## config.mk

```make
export PLATFORM = sky130hd
export DESIGN_NAME = mem_req_ctrl
export DESIGN_NICKNAME = d
export VERILOG_FILES = /design/src/rtl/mem_req_ctrl.sv
export SDC_FILE = /design/constraint.sdc
export NUM_CORES = 1
export LEC_CHECK = 0
export BUFFER_PORTS_ARGS = -buffer_cell sky130_fd_sc_hd__buf_4
export CAP_MARGIN = 20
export CORE_MARGIN = 4
export CORE_UTILIZATION = 51
export DETAILED_ROUTE_END_ITERATION = 8
export HOLD_SLACK_MARGIN = 0.1
export PLACE_DENSITY = 0.8
export SLEW_MARGIN = 10
export SYNTH_ARGS = -nofsm -noshare
export SYNTH_HDL_FRONTEND = slang
export SYNTH_SLANG_ARGS = --single-unit
export TNS_END_PERCENT = 50
```

## constraint.sdc

```tcl
create_clock -name clk -period 3.2 [get_ports clk]
set_input_delay 0.64 -clock clk [delete_from_list [all_inputs] [get_ports clk]]
set_output_delay 0.64 -clock clk [all_outputs]
set_load 0.01 [all_outputs]
```

## src/rtl/mem_req_ctrl.sv

```systemverilog
// mem_req_ctrl: request-side sequencer for a 2**AW x DW memory with a one-cycle
// registered read. Accepts single-beat writes and multi-beat reads over a
// valid/ready request channel and returns read beats over a valid/ready
// response channel. Writes to the low CMD_WORDS addresses are dropped while
// cmd_lock is high.
module mem_req_ctrl #(
  parameter int unsigned AW        = 4,
  parameter int unsigned DW        = 8,
  parameter int unsigned CMD_WORDS = 4
) (
  input  logic          clk,
  input  logic          rst,
  // request channel
  input  logic          req_valid,
  output logic          req_ready,
  input  logic          req_wr,
  input  logic [AW-1:0] req_addr,
  input  logic [DW-1:0] req_wdata,
  input  logic [AW-1:0] req_len,
  input  logic          cmd_lock,
  // response channel
  output logic          rsp_valid,
  input  logic          rsp_ready,
  output logic [DW-1:0] rsp_rdata,
  output logic          rsp_last,
  output logic          err,
  // memory pins
  output logic          mem_wr,
  output logic [AW-1:0] mem_addr,
  output logic [DW-1:0] mem_din,
  input  logic [DW-1:0] mem_dout
);

  // One extra bit so CMD_WORDS == 2**AW still compares correctly.
  localparam int unsigned LIM_W = AW + 1;
  localparam logic [LIM_W-1:0] CMD_LIM = LIM_W'(CMD_WORDS);

  typedef enum logic [2:0] {
    IDLE    = 3'd0,
    WRITE   = 3'd1,
    RD_ADDR = 3'd2,
    RD_CAPT = 3'd3,
    RD_RSP  = 3'd4
  } state_t;

  state_t        state_q;
  logic [AW-1:0] addr_q;
  logic [AW-1:0] cnt_q;
  logic          mem_wr_q;
  logic [AW-1:0] mem_addr_q;
  logic [DW-1:0] mem_din_q;
  logic          rsp_valid_q;
  logic [DW-1:0] rsp_rdata_q;
  logic          rsp_last_q;
  logic          err_q;

  logic          cmd_hit;
  logic [AW-1:0] addr_inc;

  // Incoming write targets the protected command region.
  assign cmd_hit  = ({1'b0, req_addr} < CMD_LIM);
  // Next burst address, wrapping modulo 2**AW.
  assign addr_inc = addr_q + AW'(1);

  // Ready only in IDLE and never while reset is applied.
  assign req_ready = (state_q == IDLE) && !rst;

  // Controller FSM with registered memory and response outputs.
  always_ff @(posedge clk) begin
    if (rst) begin
      state_q     <= IDLE;
      addr_q      <= '0;
      cnt_q       <= '0;
      mem_wr_q    <= 1'b0;
      mem_addr_q  <= '0;
      mem_din_q   <= '0;
      rsp_valid_q <= 1'b0;
      rsp_rdata_q <= '0;
      rsp_last_q  <= 1'b0;
      err_q       <= 1'b0;
    end else begin
      // Write strobe and error are single-cycle pulses.
      mem_wr_q <= 1'b0;
      err_q    <= 1'b0;
      case (state_q)
        IDLE: begin
          if (req_valid) begin
            addr_q     <= req_addr;
            mem_addr_q <= req_addr;
            if (req_wr) begin
              mem_din_q <= req_wdata;
              // Lock is sampled at acceptance; a blocked write only flags err.
              if (cmd_lock && cmd_hit) begin
                err_q <= 1'b1;
              end else begin
                mem_wr_q <= 1'b1;
              end
              state_q <= WRITE;
            end else begin
              cnt_q   <= req_len;
              state_q <= RD_ADDR;
            end
          end
        end
        WRITE: begin
          state_q <= IDLE;
        end
        RD_ADDR: begin
          // Address is on the pins this cycle; memory registers it at the edge.
          state_q <= RD_CAPT;
        end
        RD_CAPT: begin
          rsp_rdata_q <= mem_dout;
          rsp_valid_q <= 1'b1;
          rsp_last_q  <= (cnt_q == '0);
          state_q     <= RD_RSP;
        end
        RD_RSP: begin
          // Beat held stable until the consumer takes it.
          if (rsp_ready) begin
            rsp_valid_q <= 1'b0;
            if (rsp_last_q) begin
              state_q <= IDLE;
            end else begin
              addr_q     <= addr_inc;
              mem_addr_q <= addr_inc;
              cnt_q      <= cnt_q - AW'(1);
              state_q    <= RD_ADDR;
            end
          end
        end
        default: begin
          state_q <= IDLE;
        end
      endcase
    end
  end

  assign mem_wr    = mem_wr_q;
  assign mem_addr  = mem_addr_q;
  assign mem_din   = mem_din_q;
  assign rsp_valid = rsp_valid_q;
  assign rsp_rdata = rsp_rdata_q;
  assign rsp_last  = rsp_last_q;
  assign err       = err_q;

endmodule
```

## Word-level counts from Yosys, hierarchy flattened

Index checks and enable logic that the tools add are counted.

- $add $sub $neg: 2
- $lt $le $gt $ge: 1
- Eq/ne operators: 7
- Mux-type cells: 18
- Bitwise operators: 3
- Reduce and logical (&&, ||, !) cells: 13

Operators by type and width:

| operator | number |
|---|---|
| 4-bit 2-to-1 mux | 7 |
| 4-bit case mux with 2 select lines | 2 |
| 3-bit case mux with 4 select lines | 1 |
| 2-bit inequality test, second input constant | 4 |
| 3-bit by 2-bit equality test with 1-bit output, second input constant | 2 |
| 3-bit 2-to-1 mux | 2 |
| 5-bit AND reduction | 1 |
| 4-bit by 1-bit adder with 4-bit output, second input constant | 1 |
| 4-bit logical NOT | 1 |
| 4-bit by 3-bit less-than comparator with 1-bit output, second input constant | 1 |
| 2-bit 2-to-1 mux | 2 |
| 2-bit AND reduction | 2 |
| 4-bit AND reduction | 1 |
| 2-bit nonzero test | 2 |
| 4-bit OR reduction | 1 |
| 4-bit by 1-bit subtractor with 4-bit output, second input constant | 1 |
| 3-bit equality test, second input constant | 1 |
| 3-bit logical NOT | 1 |
| 1-bit 2-to-1 mux | 3 |
| 1-bit NOT | 3 |
| 3-bit AND reduction | 1 |
| 1-bit logical AND | 2 |
| 1-bit case mux with 2 select lines | 1 |
| 1-bit logical NOT | 1 |

- Register bits: 31
- Bits of input ports: 30
- Output and inout port bits: 25

## Logic depth before layout (Yosys ltp)

- Depth in word-level cells: 4
- Mapped depth: 6
- Mapped depth without buffers: 6

## Worst setup path after synthesis

OpenSTA, ideal clock, no wires.

- Kind: input -> output
- From: input port rst
- To: output port req_ready
- Arrival: 1.181 ns
- Data required time: 2.560 ns
- Slack: 1.379 ns
- Cell stages on the path: 2
- Buffers on the path: 1
- Path through: clkbuf_1 > nor4_1

- Longest elaborated chain between the ends: 2

RTL lines:

| what | RTL line | RTL |
|---|---|---|
| start: declaration | 12 | `input logic rst,` |
| 1-bit logical NOT | 66 | `assign req_ready = (state_q == IDLE) && !rst;` |
| 1-bit logical AND | 66 |  |
| end: declaration | 15 | `output logic req_ready,` |

Every way passes these cells.

## Worst setup path in the final report

- From: register state_q[2]
- To: output port req_ready

- Longest elaborated chain between the ends: 2

RTL lines:

| what | RTL line | RTL |
|---|---|---|
| start: declaration | 46 | `state_t state_q;` |
| start signal: assignment | 71 | `state_q <= IDLE;` |
| start signal: assignment | 98 | `state_q <= WRITE;` |
| start signal: assignment | 101 | `state_q <= RD_ADDR;` |
| 3-bit logical NOT | 66 |  |
| 1-bit logical AND | 66 |  |

Every way passes these cells.

==> metrics.md <==
| Metric | Value |
|---|---|
| Worst hold path type | register to register |
| Fin Hold WS | 0.4613 ns |
| Placer Congestion | a little over 0.8 |
| Initial Utilization | 0.5447 |
| CP startpoint kind | register |
| Pwr dens | approximately 430 mW/mm² |
| Max_slew headroom | 0.4383 |
| CTS tree | done |
| Total power | 0.7861 mW |
| P_leak | between 0.8 and 0.9 nW |
| Simple-gate share of the synthesized area | 0.2491 |
| Fraction of layout cells with a size suffix above 1 | 0.3256 |
| Drt total wl | between 3 and 4 mm |
| Antenna violations before repair | 0 |
| Die ar. | 0.003616 mm² |
| FP Rows | 18 |
| MaxCap Viol Count | 0 |
| Grt met3 use | 0.07343 |
| Core Region | approximately 0.0025 mm² |
| Diodes inserted | 0 |
| First-pass DRT Iterations | 5 |
| Chip Height | ~60 µm |
| Number of flops mapped to enable cells by yosys | 0 |
| Post-Syn Area per Cell | 8.505 µm² |
| DR WL/cell | 13.34 µm |
| Total track usage | 0.1943 |
| I/O Pins | 55 |
| Layout Nets | around 250 |
| Most common cell after layout, fill and taps aside | buf_4 |
| Setup Buffers After CTS | 0 |
| Cells after synthesis | 163 |
| Post-Syn Area | around 0.0014 mm² |
| Yosys warns | 0 |
| Hold_buf cts | 0 |
| Synth Area in Adders | 0.01805 |
| Die Wd | between 60 and 70 µm |
| Max IR drop VDD | approximately 0.33 mV |
| Area share of the largest cell type after synthesis | 0.4477 |
| Post-CTS sizing | 0 |
| Hold Fails Final Rpt | 0 |
| Library cells used by synthesis | 36 |
| Xor/xnor share of the synthesized area | 0 |
| GR peak layer | met2 |
| Clock Path Buffers | 2 |
| Met2 Use GR | 0.3519 |
| Sequential element share of the synthesized area | 0.4477 |
| Synth async-reset ratio | 0 |
| CP required | between 2 and 3 ns |
| Antenna violation net count after detailed routing | 0 |
| Via-to-Cell Ratio | about 5.4 |
| Crit path capture type | output port |
| Worst Skew | between 0.005 and 0.006 ns |
| Fmax | 463.8 MHz |
| Critical path type | register to output port |
| RSZ-0062 raised after global routing | false |
| Worst-margin pin slew | roughly 0.84 ns |
| Skew-Pair Late Insertion Delay | approximately 0.33 ns |
| Final setup viols | 0 |
| Most frequent cells in the layout | buf_4 (54), dfxtp_1 (31), nand2_1 (24) |
| Top_reg_cell synth | dfxtp_1 |
| Clock sinks | 31 |
| Number of I/O port buffers | 54 |
| Area delta synth->final | 33.21% |
| First-iteration detailed-routing DRC count | between 50 and 60 |
| DR vias | 1315 |
| Status | complete, no violations |
| CTS buffer count | 5 |
| H-tree depth | 2 |
| Largest family of logic cells by synthesized area | simple AND/OR/NAND/NOR gates |
| Synth Area in Compound Gates | 0.1561 |
| First-pass GRT wire length | between 5 and 6 mm |
| Post-DP HPWL | about 2.3 mm |
| CP arrival | ~1.5 ns |
| Ranking of synthesized cells by area | dfxtp_1 (45%), mux2i_1 (7.9%), nand2_1 (6.5%) |
| Vias in the first global route | approximately 1200 |
| DRC violations left | 0 |
| Min Clock Period, post-route | about 2.2 ns |
| Clk slew on worst S/H paths | around 0.09 ns |
| Crit share post-route | 0.6737 |
| Root buffer cell | clkbuf_4 |
| Critical Path Fanout Max | 26 |
| Finished Layout Cells | around 250 |
| Gr ovfl total | 0 |
| Largest net degree at the start of global routing | 33 |
| Max-slew violations | 0 |
| Multiplexer share of the synthesized area | 0.08755 |
| Post-Syn Nets | approximately 200 |
| Cells after DPL | between 200 and 250 |
| Synth Register Bits | 31 |
| Total negative setup slack | 0 ns |
| GRT met1 Usage | 0.2003 |
| Synth area leader | dfxtp_1 |
==> cell families after synthesis <==
family / after synthesis
adder cells (fa/ha/maj): 2
buffers and inverters: 14
AO/OA/AOI/OAI: 32
flip-flops: 31
multiplexers: 12
AND/OR/NAND/NOR: 72
==> cell usage after synthesis (2+ instances only) <==
cell type and n:
o21ai_0 2, mux2i_1 11, o22ai_1 2, nor2b_1 2
buf_2 4, clkbuf_1 5, dfxtp_1 31, ha_1 2
nor2_1 20, nand3b_1 3, nor4_1 3, nand2_1 24
nand3_1 4, a21bo_2 2, nand2b_1 2, inv_1 5
a31oi_1 3, a211oi_1 3, a21oi_1 14, nor3_1 5
==> path summary, 6_finish.rpt <==
kind | startpoint | endpoint | slack (ns) | depth (start not counted)
worst max register to register | state_q[2]$_SDFFE_PP0P_ | mem_din[0]$_SDFFE_PP0P_ | 1.29 | 3
worst min register to register | rsp_rdata[3]$_SDFFE_PP0P_ | rsp_rdata[3]$_SDFFE_PP0P_ | 0.46 | 2
worst max-delay path | state_q[2]$_SDFFE_PP0P_ | req_ready | 1.04 | 2
worst min-delay path | rsp_rdata[3]$_SDFFE_PP0P_ | rsp_rdata[3]$_SDFFE_PP0P_ | 0.46 | 2
==> registers in the layout (all words and copies together) (netlist names) <==
register and flops:
mem_addr 4, rsp_valid 1, mem_wr 1, err 1, rsp_last 1, state_q 3
rsp_rdata 8, cnt_q 4, mem_din 8
==> layout make-up <==
type	instances	area, µm²
Clock inverter	1	5.005
Timing Repair Buffer	54	405.4
Tap cell	30	37.54
Sequential cell	31	620.6
Clock buffer	6	51.30
Fill cell	209	698.2
Multi-Input combinational cell	118	708.2
Inverter	5	18.77
==> power by group <==
part	switching (mW)	leakage, nW	internal, mW	total, mW
registers	0.0180	0.252	0.403	0.421
logic	0.0602	0.548	0.0733	0.134
clock network	0.130	0.0341	0.102	0.231
==> worst max-delay path: stages, from the launching register on <==
cell and delay [ns]:
dfxtp_1 0.88, nor4_1 0.12, buf_4 0.18
==> stage by stage <==
stage                 util  worst slack, ns  area [µm²]
floorplan                -            1.379        1386
global placement    0.7035            1.331        1790
detailed placement  0.7035            1.297        1790
CTS                 0.7257            1.052        1847
global route        0.7257           0.9363        1847
finish              0.7257            1.044        1847
==> per-layer routing <==
metal  wire, µm  up-vias  part of all wire
li1           -      667                 -
met1       1331      604              0.41
met2       1692       42              0.52
met3        229        2             0.070
met4         15        0            0.0046
met5          0        -                 0
(Power assumes the default switching activity.)
